### config.mk
export PLATFORM = sky130hd
export DESIGN_NAME = clk_switch_ctrl
export DESIGN_NICKNAME = d
export VERILOG_FILES = /design/src/rtl/clk_sw_pkg.sv /design/src/rtl/clk_switch_ctrl_rr_arb2.sv /design/src/rtl/clk_switch_ctrl.sv
export SDC_FILE = /design/constraint.sdc
export NUM_CORES = 1
export LEC_CHECK = 0
export CORE_MARGIN = 10
export CORE_UTILIZATION = 38
export CTS_BUF_LIST = sky130_fd_sc_hd__clkbuf_8
export CTS_CLUSTER_SIZE = 16
export DETAILED_ROUTE_END_ITERATION = 16
export GPL_TIMING_DRIVEN = 0
export PLACE_DENSITY = 0.63
export SLEW_MARGIN = 20
export SYNTH_ARGS = -nofsm -noshare
export SYNTH_HDL_FRONTEND = slang
export SYNTH_SLANG_ARGS = --single-unit
export TNS_END_PERCENT = 20
### constraint.sdc
create_clock -name clk -period 1.65 [get_ports clk]
set_input_delay 0.33 -clock clk [delete_from_list [all_inputs] [get_ports clk]]
set_output_delay 0.33 -clock clk [all_outputs]
set_load 0.05 [all_outputs]
### src/rtl/clk_sw_pkg.sv
// Shared definitions for the clock-switch sequencing controller.
package clk_sw_pkg;

  localparam int NUM_REQ = 2;

  // Source encodings driven onto sel / cur_src
  localparam logic SRC_CLK0 = 1'b0;
  localparam logic SRC_CLK1 = 1'b1;

  // Controller states
  localparam logic [1:0] ST_IDLE   = 2'd0;
  localparam logic [1:0] ST_SETTLE = 2'd1;
  localparam logic [1:0] ST_ACK    = 2'd2;
  localparam logic [1:0] ST_HOLD   = 2'd3;

  // Internal state made visible for observation
  typedef struct packed {
    logic [1:0] state;
    logic       rr_ptr;
  } dbg_t;

endpackage

### src/rtl/clk_switch_ctrl_rr_arb2.sv
// Two-way round-robin arbiter; priority passes to the other requester after every grant.
module rr_arb2
  import clk_sw_pkg::*;
(
  input  logic               clk,
  input  logic               rst,
  input  logic [NUM_REQ-1:0] req,
  input  logic               advance,
  output logic               gnt_idx,
  output logic               gnt_vld,
  output logic               ptr
);

  // Pick the pointed-to requester if it is asking, otherwise the other one
  always_comb begin
    gnt_vld = |req;
    if (req[ptr]) begin
      gnt_idx = ptr;
    end else begin
      gnt_idx = ~ptr;
    end
  end

  // Move priority away from whoever was just granted
  always_ff @(posedge clk or posedge rst) begin
    if (rst) begin
      ptr <= 1'b0;
    end else if (advance && gnt_vld) begin
      ptr <= ~gnt_idx;
    end
  end

endmodule

### src/rtl/clk_switch_ctrl.sv
// Sequencing controller for the glitch-free clock switch.
// Handshake: a requester holds req_vld (and req_tgt) as a level until it sees
// a one-cycle req_ack for its index; req_vld is only sampled in IDLE, and once
// granted the sequence always runs to its ack even if the request is withdrawn.
module clk_switch_ctrl
  import clk_sw_pkg::*;
#(
  parameter int SETTLE_CYC = 8,
  parameter int DWELL_CYC  = 16,
  parameter int CNT_W      = 8
) (
  input  logic               clk,
  input  logic               rst,
  input  logic [NUM_REQ-1:0] req_vld,
  input  logic [NUM_REQ-1:0] req_tgt,
  output logic [NUM_REQ-1:0] req_ack,
  output logic               sel,
  output logic               cur_src,
  output logic               busy,
  output dbg_t               dbg
);

  localparam logic [CNT_W-1:0] SETTLE_LD = CNT_W'(SETTLE_CYC - 1);
  localparam logic [CNT_W-1:0] DWELL_LD  = CNT_W'(DWELL_CYC - 1);

  logic [1:0]       state;
  logic [CNT_W-1:0] cnt;
  logic             win_idx;
  logic             win_sw;
  logic             gnt_idx;
  logic             gnt_vld;
  logic             rr_ptr;
  logic             gnt_tgt;
  logic             grant;

  // Arbitration only advances on an actual grant taken in IDLE
  assign grant   = (state == ST_IDLE) && gnt_vld;
  assign gnt_tgt = req_tgt[gnt_idx];

  rr_arb2 u_arb (
    .clk     (clk),
    .rst     (rst),
    .req     (req_vld),
    .advance (grant),
    .gnt_idx (gnt_idx),
    .gnt_vld (gnt_vld),
    .ptr     (rr_ptr)
  );

  // Main sequencer: grant, settle after a sel change, acknowledge, then dwell
  always_ff @(posedge clk or posedge rst) begin
    if (rst) begin
      state   <= ST_IDLE;
      cnt     <= '0;
      sel     <= SRC_CLK0;
      cur_src <= SRC_CLK0;
      win_idx <= 1'b0;
      win_sw  <= 1'b0;
    end else begin
      case (state)
        ST_IDLE: begin
          if (gnt_vld) begin
            win_idx <= gnt_idx;
            if (gnt_tgt == cur_src) begin
              win_sw <= 1'b0;
              state  <= ST_ACK;
            end else begin
              win_sw <= 1'b1;
              sel    <= gnt_tgt;
              cnt    <= SETTLE_LD;
              state  <= ST_SETTLE;
            end
          end
        end
        ST_SETTLE: begin
          if (cnt == '0) begin
            cur_src <= sel;
            state   <= ST_ACK;
          end else begin
            cnt <= cnt - 1'b1;
          end
        end
        ST_ACK: begin
          // Same-source requests never touched sel, so no dwell is needed
          if (win_sw) begin
            cnt   <= DWELL_LD;
            state <= ST_HOLD;
          end else begin
            state <= ST_IDLE;
          end
        end
        default: begin
          if (cnt == '0) begin
            state <= ST_IDLE;
          end else begin
            cnt <= cnt - 1'b1;
          end
        end
      endcase
    end
  end

  // Acknowledge decoded from registered state so it is a clean one-cycle pulse
  always_comb begin
    req_ack = '0;
    if (state == ST_ACK) begin
      req_ack[win_idx] = 1'b1;
    end
  end

  assign busy      = (state != ST_IDLE);
  assign dbg.state  = state;
  assign dbg.rr_ptr = rr_ptr;

endmodule

# After elaboration in Yosys (flattened, before gate mapping)
# Cells that the tools add are included.
totals:
  output_inout_bits: 8
  word_cells: 56
  input_bits: 6
  ff_bits: 15
op_classes:
  n_addsub: 1
  n_bitwise: 3
  n_lt_le_gt_ge: 4
  n_reduce_logical: 13
  n_mux: 20
  eq_ne: 8
op_table:
  columns: ["cell", "count"]
  rows:
  - ["8-bit two-way mux", 4]
  - ["8-bit one-hot mux with 2 select lines", 1]
  - ["2-bit two-way mux", 6]
  - ["8-bit zero test", 1]
  - ["2-bit != test, second input constant", 4]
  - ["8-bit by 1-bit subtractor with 8-bit output, second input constant", 1]
  - ["1-bit two-way mux", 7]
  - ["1-bit by 2-bit less-than comparator with 1-bit output, second input constant", 3]
  - ["2-bit one-hot mux with 3 select lines", 1]
  - ["3-bit AND reduction", 2]
  - ["2-bit AND reduction", 2]
  - ["4-bit AND reduction", 1]
  - ["1-bit logical AND", 3]
  - ["3-bit by 2-bit != test with 1-bit output, second input constant", 1]
  - ["1-bit inverter", 3]
  - ["3-bit nonzero test", 1]
  - ["2-bit by 1-bit equality test with 1-bit output, second input constant", 1]
  - ["2-bit equality test, second input constant", 1]
  - ["2-bit zero test", 1]
  - ["2-bit nonzero test", 1]
  - ["2-bit OR reduction", 1]
  - ["1-bit demux with 1-bit select", 1]
  - ["1-bit equality test", 1]
  - ["1-bit >= comparator, second input constant", 1]

# Longest topological paths before layout
# Gate-level depths: netlist of the first run.
logic_depth:
  word_depth: 9
  mapped_depth: 7
  depth_no_buf: 7

# By module
# From an unflattened synthesis of the first run, not the netlist that was laid out.
unflattened:
  hier_cells: 99
  hier_area_um2: 917.1
modules_own_cells:
  columns: ["module", "cells_each", "area_per_inst_um2", "n_inst", "seq_area_each_um2"]
  rows:
  - ["clk_switch_ctrl", 92, 857.1, 1, 350.3]
  - ["rr_arb2", 7, 60.1, 1, 25.0]

# Worst setup path before layout of the first run
# Ideal clock, no wire load.
synth_timing:
  kind: "register to output"
  start: "register state[0]"
  end: "output req_ack[0]"
  stages_incl_launch_ff: 4
  arrival_ns: 2.156
  n_path_buf: 2
  t_required_ns: 1.320
  path_slack_ns: -0.836
  path_cell_list: "dfrtp_1 -> buf_2 -> clkbuf_1 -> nor3b_1"
synth_between:
  elab_chain_cells: 2
synth_rtl:
  columns: ["item", "line", "text"]
  rows:
  - ["start: declaration", "clk_switch_ctrl.sv:26", "logic [1:0] state;"]
  - ["start signal: assignment", "clk_switch_ctrl.sv:53", "state <= ST_IDLE;"]
  - ["start signal: assignment", "clk_switch_ctrl.sv:66", "state <= ST_ACK;"]
  - ["start signal: assignment", "clk_switch_ctrl.sv:71", "state <= ST_SETTLE;"]
  - ["2-bit equality test", "clk_switch_ctrl.sv:106", "if (state == ST_ACK) begin"]
  - ["2-bit two-way mux", "clk_switch_ctrl.sv:106", null]
  - ["end: declaration", "clk_switch_ctrl.sv:16", "output logic [NUM_REQ-1:0] req_ack,"]
# No other way between the ends.

# Final worst setup path of the first run
layout_timing:
  start: "register state[0]"
  end: "output req_ack[1]"
# The elaborated chain is that of the path after synthesis.

==> results of run 1 <==
-- layout by cell type (no fill, tap or decap), drive strengths merged, types with 2 or more instances in the layout --
cell type and count:
a21oi 7, inv 9, clkdlybuf4s50 3, nor2 14, nor2b 4, mux2 3, nor3 3, nand3 2
ha 2, o21ai 5, dfrtp 15, a22o 2, nand4b 2, clkbuf 4, dlymetal6s2s 2, nand2b 2
dlygate4sd2 4, nor3b 2, buf 17, nand2 9, a31o 2, a211o 2
-- synth_stat cells, types with 2 or more instances --
cell	n
inv_1	6
buf_2	2
nand3_1	2
nor3_1	3
inv_2	2
a211o_1	2
dfrtp_1	15
o21ai_0	3
ha_1	2
nand2b_1	2
a22o_1	2
nor2b_1	4
nor2_1	12
a31o_1	2
nand2_1	8
nor2_2	2
nand4b_1	2
a21oi_1	7
-- registers in the layout, summed over array words and instances (netlist names) --
name / cells
cnt: 8
cur_src: 1
sel: 1
state: 2
u_arb.ptr: 1
win_idx: 1
win_sw: 1
-- final timing paths --
check / from / end / depth (start not counted)
setup / recovery: state[0] / req_ack[1] / 4
hold / removal: req_vld[0] / win_idx / 2
setup reg to reg: cnt[0] / cnt[4] / 6
hold reg to reg: win_sw / cnt[3] / 2
max in group asynchronous: rst / state[1] / 2
min in group asynchronous: rst / cnt[2] / 2
-- power groups by stage --
| stage | logic (mW) | clock network, mW | registers, mW |
|---|---|---|---|
| floorplan | 0.881 | 0 | 0.817 |
| global placement | 1.26 | 0 | 0.725 |
| detailed placement | 1.28 | 0 | 0.731 |
| CTS | 1.32 | 0.312 | 0.735 |
| global route | 1.61 | 0.330 | 0.769 |
| finish | 1.49 | 0.303 | 0.747 |
-- stage by stage --
| step | TNS, ps | hold WS (ps) | setup slack, ps | cell area (um^2) |
|---|---|---|---|---|
| final | -1.789 | 408.3 | -1.789 | 1313 |
| after global routing | -184.5 | 444.0 | -42.30 | 1313 |
| after CTS | -292.2 | 463.1 | -131.6 | 1224 |
| after detailed placement | -2804 | 535.8 | -401.1 | 1152 |
| after global placement | -2751 | 524.2 | -398.4 | 1152 |
| after floorplan | -6.743 | 231.3 | -6.743 | 984.7 |
-- layout make-up --
type                    count  share of cell area, %
multi-input cells          76                  43.09
flip-flops and latches     15                  28.79
repair buffers             23                  15.54
plain buffers               4                  4.004
clock buffers               3                  3.146
well taps                  30                  2.860
inverters                   8                  2.288
clock inverters             1                 0.2860
-- repair_timing --
| item | 4_1_cts | 5_1_grt |
|---|---|---|
| gates resized for setup | 26 | 12 |
| pin swaps | 1 | 4 |
| setup endpoints to repair | 9 | 9 |
| buffers inserted | 0 | 10 |
-- per-layer routing --
metal  track usage, %  up-vias  wire length, um
met3            3.955        5              134
met1            9.310      414              972
met5                0        -                0
li1                 -      421                -
met4            3.728        0               24
met2            14.40       21             1101
-- worst register-to-register path: cells and delay by family (launching register included) --
kind	cells	cell delay, ps
buf+inv	1	110
mux	1	260
compound gates	2	310
simple gates	1	280
fa+ha+maj	1	140
flops	1	410
-- kinds of logic after synthesis --
group           Yosys count  synth area share (%)
simple gates             43                 25.98
flops                    15                 39.37
fa+ha+maj                 2                 2.624
compound gates           27                 21.65
buf+inv                  12                 5.381
mux                       4                 4.986
==> out/metrics.cfg, run 1 <==
[outcome]
status = finished, violations left
violations = setup timing

[finish]
regArea_um2 = 377.9
diodes = 0
area.growth.synth_to_final_pct = 37.66
nFillCells = 221
final_cells = 160
drive_gt1_share_pct = 33.08
finalNetCount = 139
multiInputGateArea_um2 = 565.5
post-route-util_pct = 53.96

[logic_synthesis]
synth_edf_count = 0
synth_area_leaders = dfrtp_1 39%, nor2_1 4.7%, a21oi_1 3.7%
synth_area_um2 = 953.4
synth_ff_type = dfrtp_1
syn_nets = 111
seq_area_frac_synth_pct = 39.37
synth-seq-cells = 15
syn_inst = 103
synth.distinct_cells = 43
synth_area_per_cell_um2 = 9.256
yosys.area.top_type_share_pct = 39.37
ys_warn_count = 0
yosys.area.top_type = dfrtp_1
synth-async-reset-ratio_pct = 100.0

[clock_network]
h-tree-depth = 1
cts_made_buffers = 3
clk_latency_ps = 250
clk_pin_slew_ps = 60
cts_tree = done
cts_hold_buf = 0
clock-sinks = 15
cts-root-buf = clkbuf_8
clock_path_buffers = 2

[sta]
rsz0062_at_grt = true
fmax_ghz = 0.6054
fin_ws_ps = -1.789
skew_ps = 2.725
hold_violations = 0
period_share_pct = 100.1
finalSetupViolations = 1
slew_viol_final = 0
tightest_slew_ps = 599.7
maxSlewHeadroom_pct = 59.97
period_needed_ps = 1652

[routing]
antenna_left = 0
first_iter_violations = 36
drc = 0
vias_per_cell = 5.381
vias = 861
wl_um = 2233
routedWlPerCell_um = 13.96
drt_first_pass_iters = 4

[power]
internal_power_mw = 1.383
p_sw_mw = 1.153
switching_share_pct = 45.46
p_per_area_nw_per_um2 = 1932
power_frac_comb_pct = 58.6
cellLeakagePower_nw = 0.5882
finalPower_mw = 2.536
power_frac_seq_pct = 29.4
vdd_drop_max_mv = 1.019
power_frac_clock_pct = 12.0

[placement]
place.gp.congestion = 0.7781
io_buffer_count = 13
dp_hpwl_um = 1531
dp_cells = 146

[critical_path]
worstSetupPathType = flop to output pin
rrSetupSlack_ps = 30
cp_slowest_cell = dfrtp_2
crit_path_end_kind = output pin
critPathTopFamily = buffers and inverters
cp_max_fo = 4
worstPathCellList = buf_8 -> clkbuf_16 -> and3b_2 -> buf_8
required_ps = 1320
crit_path_max_incr_delay_ps = 410
path_buf_inv = 3
crit_arrival_ps = 1320
start_kind = flop
critPathMostFrequentCell = buf_8

[floorplanning]
io_pins = 14
row_count = 18
core_um2 = 2432
die_h_um = 70.09
die-area_um2 = 4913
die_x_um = 70.09
start_util_pct = 39.20

[global_routing]
grt_pass1_wl_um = 3574
grt_max_degree = 16
track_usage_pct = 8.703
overflow = 0
antenna_found_initial = 0
grt_pass1_vias = 823

[worst_hold_path]
hp-class = input pin to flop

[job]
cap_viol_max_count = 0

Note: power is estimated with default switching activity, not from simulation.
==> inputs of run 2 (changes only) <==
Settings changed: CORE_ASPECT_RATIO set to 0.8.
==> out/metrics.cfg, run 2 (synthesized netlist as in run 1, its figures left out) <==
[clock_network]
clock-sinks = 15  ; unchanged
h-tree-depth = 1  ; unchanged
cts_made_buffers = 3  ; unchanged
cts_hold_buf = 0  ; unchanged
cts_tree = done  ; unchanged
cts-root-buf = clkbuf_8  ; unchanged
clk_latency_ps = 250  ; about the same
clk_pin_slew_ps = 60  ; about the same
clock_path_buffers = 2  ; unchanged

[sta]
period_share_pct = 99.83  ; was 100.1%
skew_ps = 5.990  ; was 2.725 ps
finalSetupViolations = 0  ; was 1
fin_ws_ps = 2.807  ; was -1.789 ps
tightest_slew_ps = 574.4  ; was 599.7 ps
fmax_ghz = 0.6071  ; was 0.6054 GHz
rsz0062_at_grt = true  ; unchanged
slew_viol_final = 0  ; unchanged
period_needed_ps = 1647  ; was 1652 ps
hold_violations = 0  ; unchanged
maxSlewHeadroom_pct = 61.67  ; was 59.97%

[finish]
post-route-util_pct = 52.22  ; was 53.96%
nFillCells = 232  ; was 221
largest-register = cnt  ; unchanged
final_cells = 159  ; was 160
layout_common_cells = 13 x dfrtp_1, 11 x nor2_1, 8 x nand2_1  ; was 13 x dfrtp_1, 12 x buf_4, 11 x nor2_1
fin_area_um2 = 1265  ; was 1313 um^2
drive_gt1_share_pct = 30.89  ; was 33.08%
largest_reg_flops = 8  ; unchanged
area.growth.synth_to_final_pct = 32.68  ; was 37.66%
finalNetCount = 132  ; was 139
largestRegisters = cnt x8, state x2  ; unchanged
diodes = 0  ; unchanged
final_common_cell = dfrtp_1  ; unchanged

[routing]
vias = 802  ; was 861
antenna_left = 0  ; unchanged
drc = 0  ; unchanged
vias_per_cell = 5.044  ; was 5.381
wl_um = 2137  ; was 2233 um
first_iter_violations = 29  ; was 36
routedWlPerCell_um = 13.44  ; was 13.96 um
drt_first_pass_iters = 4  ; unchanged

[placement]
dp_hpwl_um = 1625  ; was 1531 um
placed_area_um2 = 1160  ; was 1152 um^2
place.gp.congestion = 0.7602  ; was 0.7781
io_buffer_count = 13  ; unchanged
pre_cts_ws_ps = -398.3  ; was -401.1 ps
dp_cells = 152  ; was 146

[floorplanning]
start_util_pct = 39.36  ; was 39.20%
io_pins = 14  ; unchanged
die_h_um = 64.80  ; was 70.09 um
die_x_um = 76  ; was 70.09 um
die-area_um2 = 4925  ; was 4913 um^2
core_um2 = 2422  ; was 2432 um^2
row_count = 16  ; was 18

[critical_path]
cp_slowest_cell = dfrtp_2  ; unchanged
crit_path_end_kind = output pin  ; unchanged
crit_arrival_ps = 1320  ; about the same
critPathMostFrequentCell = buf_6  ; was buf_8
cp_max_fo = 10  ; was 4
worstPathCellList = buf_6 -> clkbuf_16 -> and3b_2 -> buf_6  ; was buf_8 -> clkbuf_16 -> and3b_2 -> buf_8
worstSetupPathType = flop to output pin  ; unchanged
crit_path_max_incr_delay_ps = 400  ; was 410 ps
required_ps = 1320  ; about the same
start_kind = flop  ; unchanged

[power]
power_frac_seq_pct = 30.6  ; was 29.4%
cellLeakagePower_nw = 0.5512  ; was 0.5882 nW
power_frac_clock_pct = 12.3  ; was 12.0%
p_per_area_nw_per_um2 = 1911  ; was 1932 nW/um^2
power_frac_comb_pct = 57.2  ; was 58.6%
p_sw_mw = 1.124  ; was 1.153 mW
switching_share_pct = 46.48  ; was 45.46%
vdd_drop_max_mv = 0.9254  ; was 1.019 mV
internal_power_mw = 1.294  ; was 1.383 mW

[outcome]
status = finished, final reports clean  ; was finished, violations left

[worst_hold_path]
hp-class = input pin to flop  ; unchanged

[global_routing]
overflow = 0  ; unchanged
grt_max_degree = 16  ; unchanged
grt_pass1_vias = 766  ; was 823
track_usage_pct = 9.128  ; was 8.703%
grt_pass1_wl_um = 3643  ; was 3574 um
antenna_found_initial = 0  ; unchanged

[job]
cap_viol_max_count = 0  ; unchanged

## run 2: cell types whose count changed in the layout (fill, tap and decap cells not counted)
cell      delta
a21oi_1      -1
a21oi_2      +1
buf_4        -7
buf_6        +2
buf_8        -2
clkinv_2     +1
inv_1        -1
## run 2: worst paths after layout
kind                       startpoint          to  slack, ps  depth (start not counted)
hold reg to reg                win_sw      cnt[3]        560                          2
setup reg to reg               cnt[0]      cnt[4]         40                          6
setup / recovery             state[0]  req_ack[1]          3                          4
hold / removal             req_vld[0]     win_idx        400                          2
max in group asynchronous         rst    state[0]        800                          2
min in group asynchronous         rst     cur_src        440                          2
## run 2: through the flow
| stage | hold slack, ps | total power [mW] | TNS (ps) |
|---|---|---|---|
| after floorplan | 231.3 | 1.698 | -6.743 |
| after global placement | 524.9 | 1.986 | -2757 |
| after detailed placement | 538.3 | 2.028 | -2975 |
| after CTS | 461.8 | 2.417 | -126.5 |
| after global routing | 436.9 | 2.606 | -168.8 |
| final | 404.6 | 2.418 | 0 |
## run 2: power by group through the flow
stage / Clock, mW / Combinational (mW) / Sequential (mW)
after CTS: 0.305 / 1.37 / 0.739
after global routing: 0.324 / 1.51 / 0.769
after detailed placement: 0 / 1.30 / 0.732
after floorplan: 0 / 0.881 / 0.817
final: 0.297 / 1.38 / 0.739
after global placement: 0 / 1.26 / 0.723
## run 2: cell type report
type	instances	area, um^2	share of cell area [%]
sequential	15	377.9	29.87
tap	36	45.04	3.561
multi-input combinational	76	569.3	45.01
timing repair buffer	16	147.6	11.67
clock inverter	1	5.005	0.3956
buffer	4	48.80	3.858
clock buffer	3	41.29	3.264
inverter	8	30.03	2.374
## run 2: repair_timing
item / 4_1_cts / 5_1_grt
resized for setup: 30 / 6
buffers inserted: 2 / 1
pin swaps: 1 / 2
setup endpoints to repair: 11 / 5
## run 2: routing by layer
layer  up-vias  part of all wire [%]  track usage [%]  routed length (um)
met5         -                     0                0                   0
met4         0                  0.80            2.123                  17
met3         2                   4.4            3.719                  93
met2        10                    46            14.30                 985
met1       379                    49            11.46                1042
li1        411                     -                -                   -
## run 2: critical path, delay by kind of cell, from the launching register on
family	cells	cell delay [ps]
buf+inv	3	440
flops	1	400
simple gates	1	230
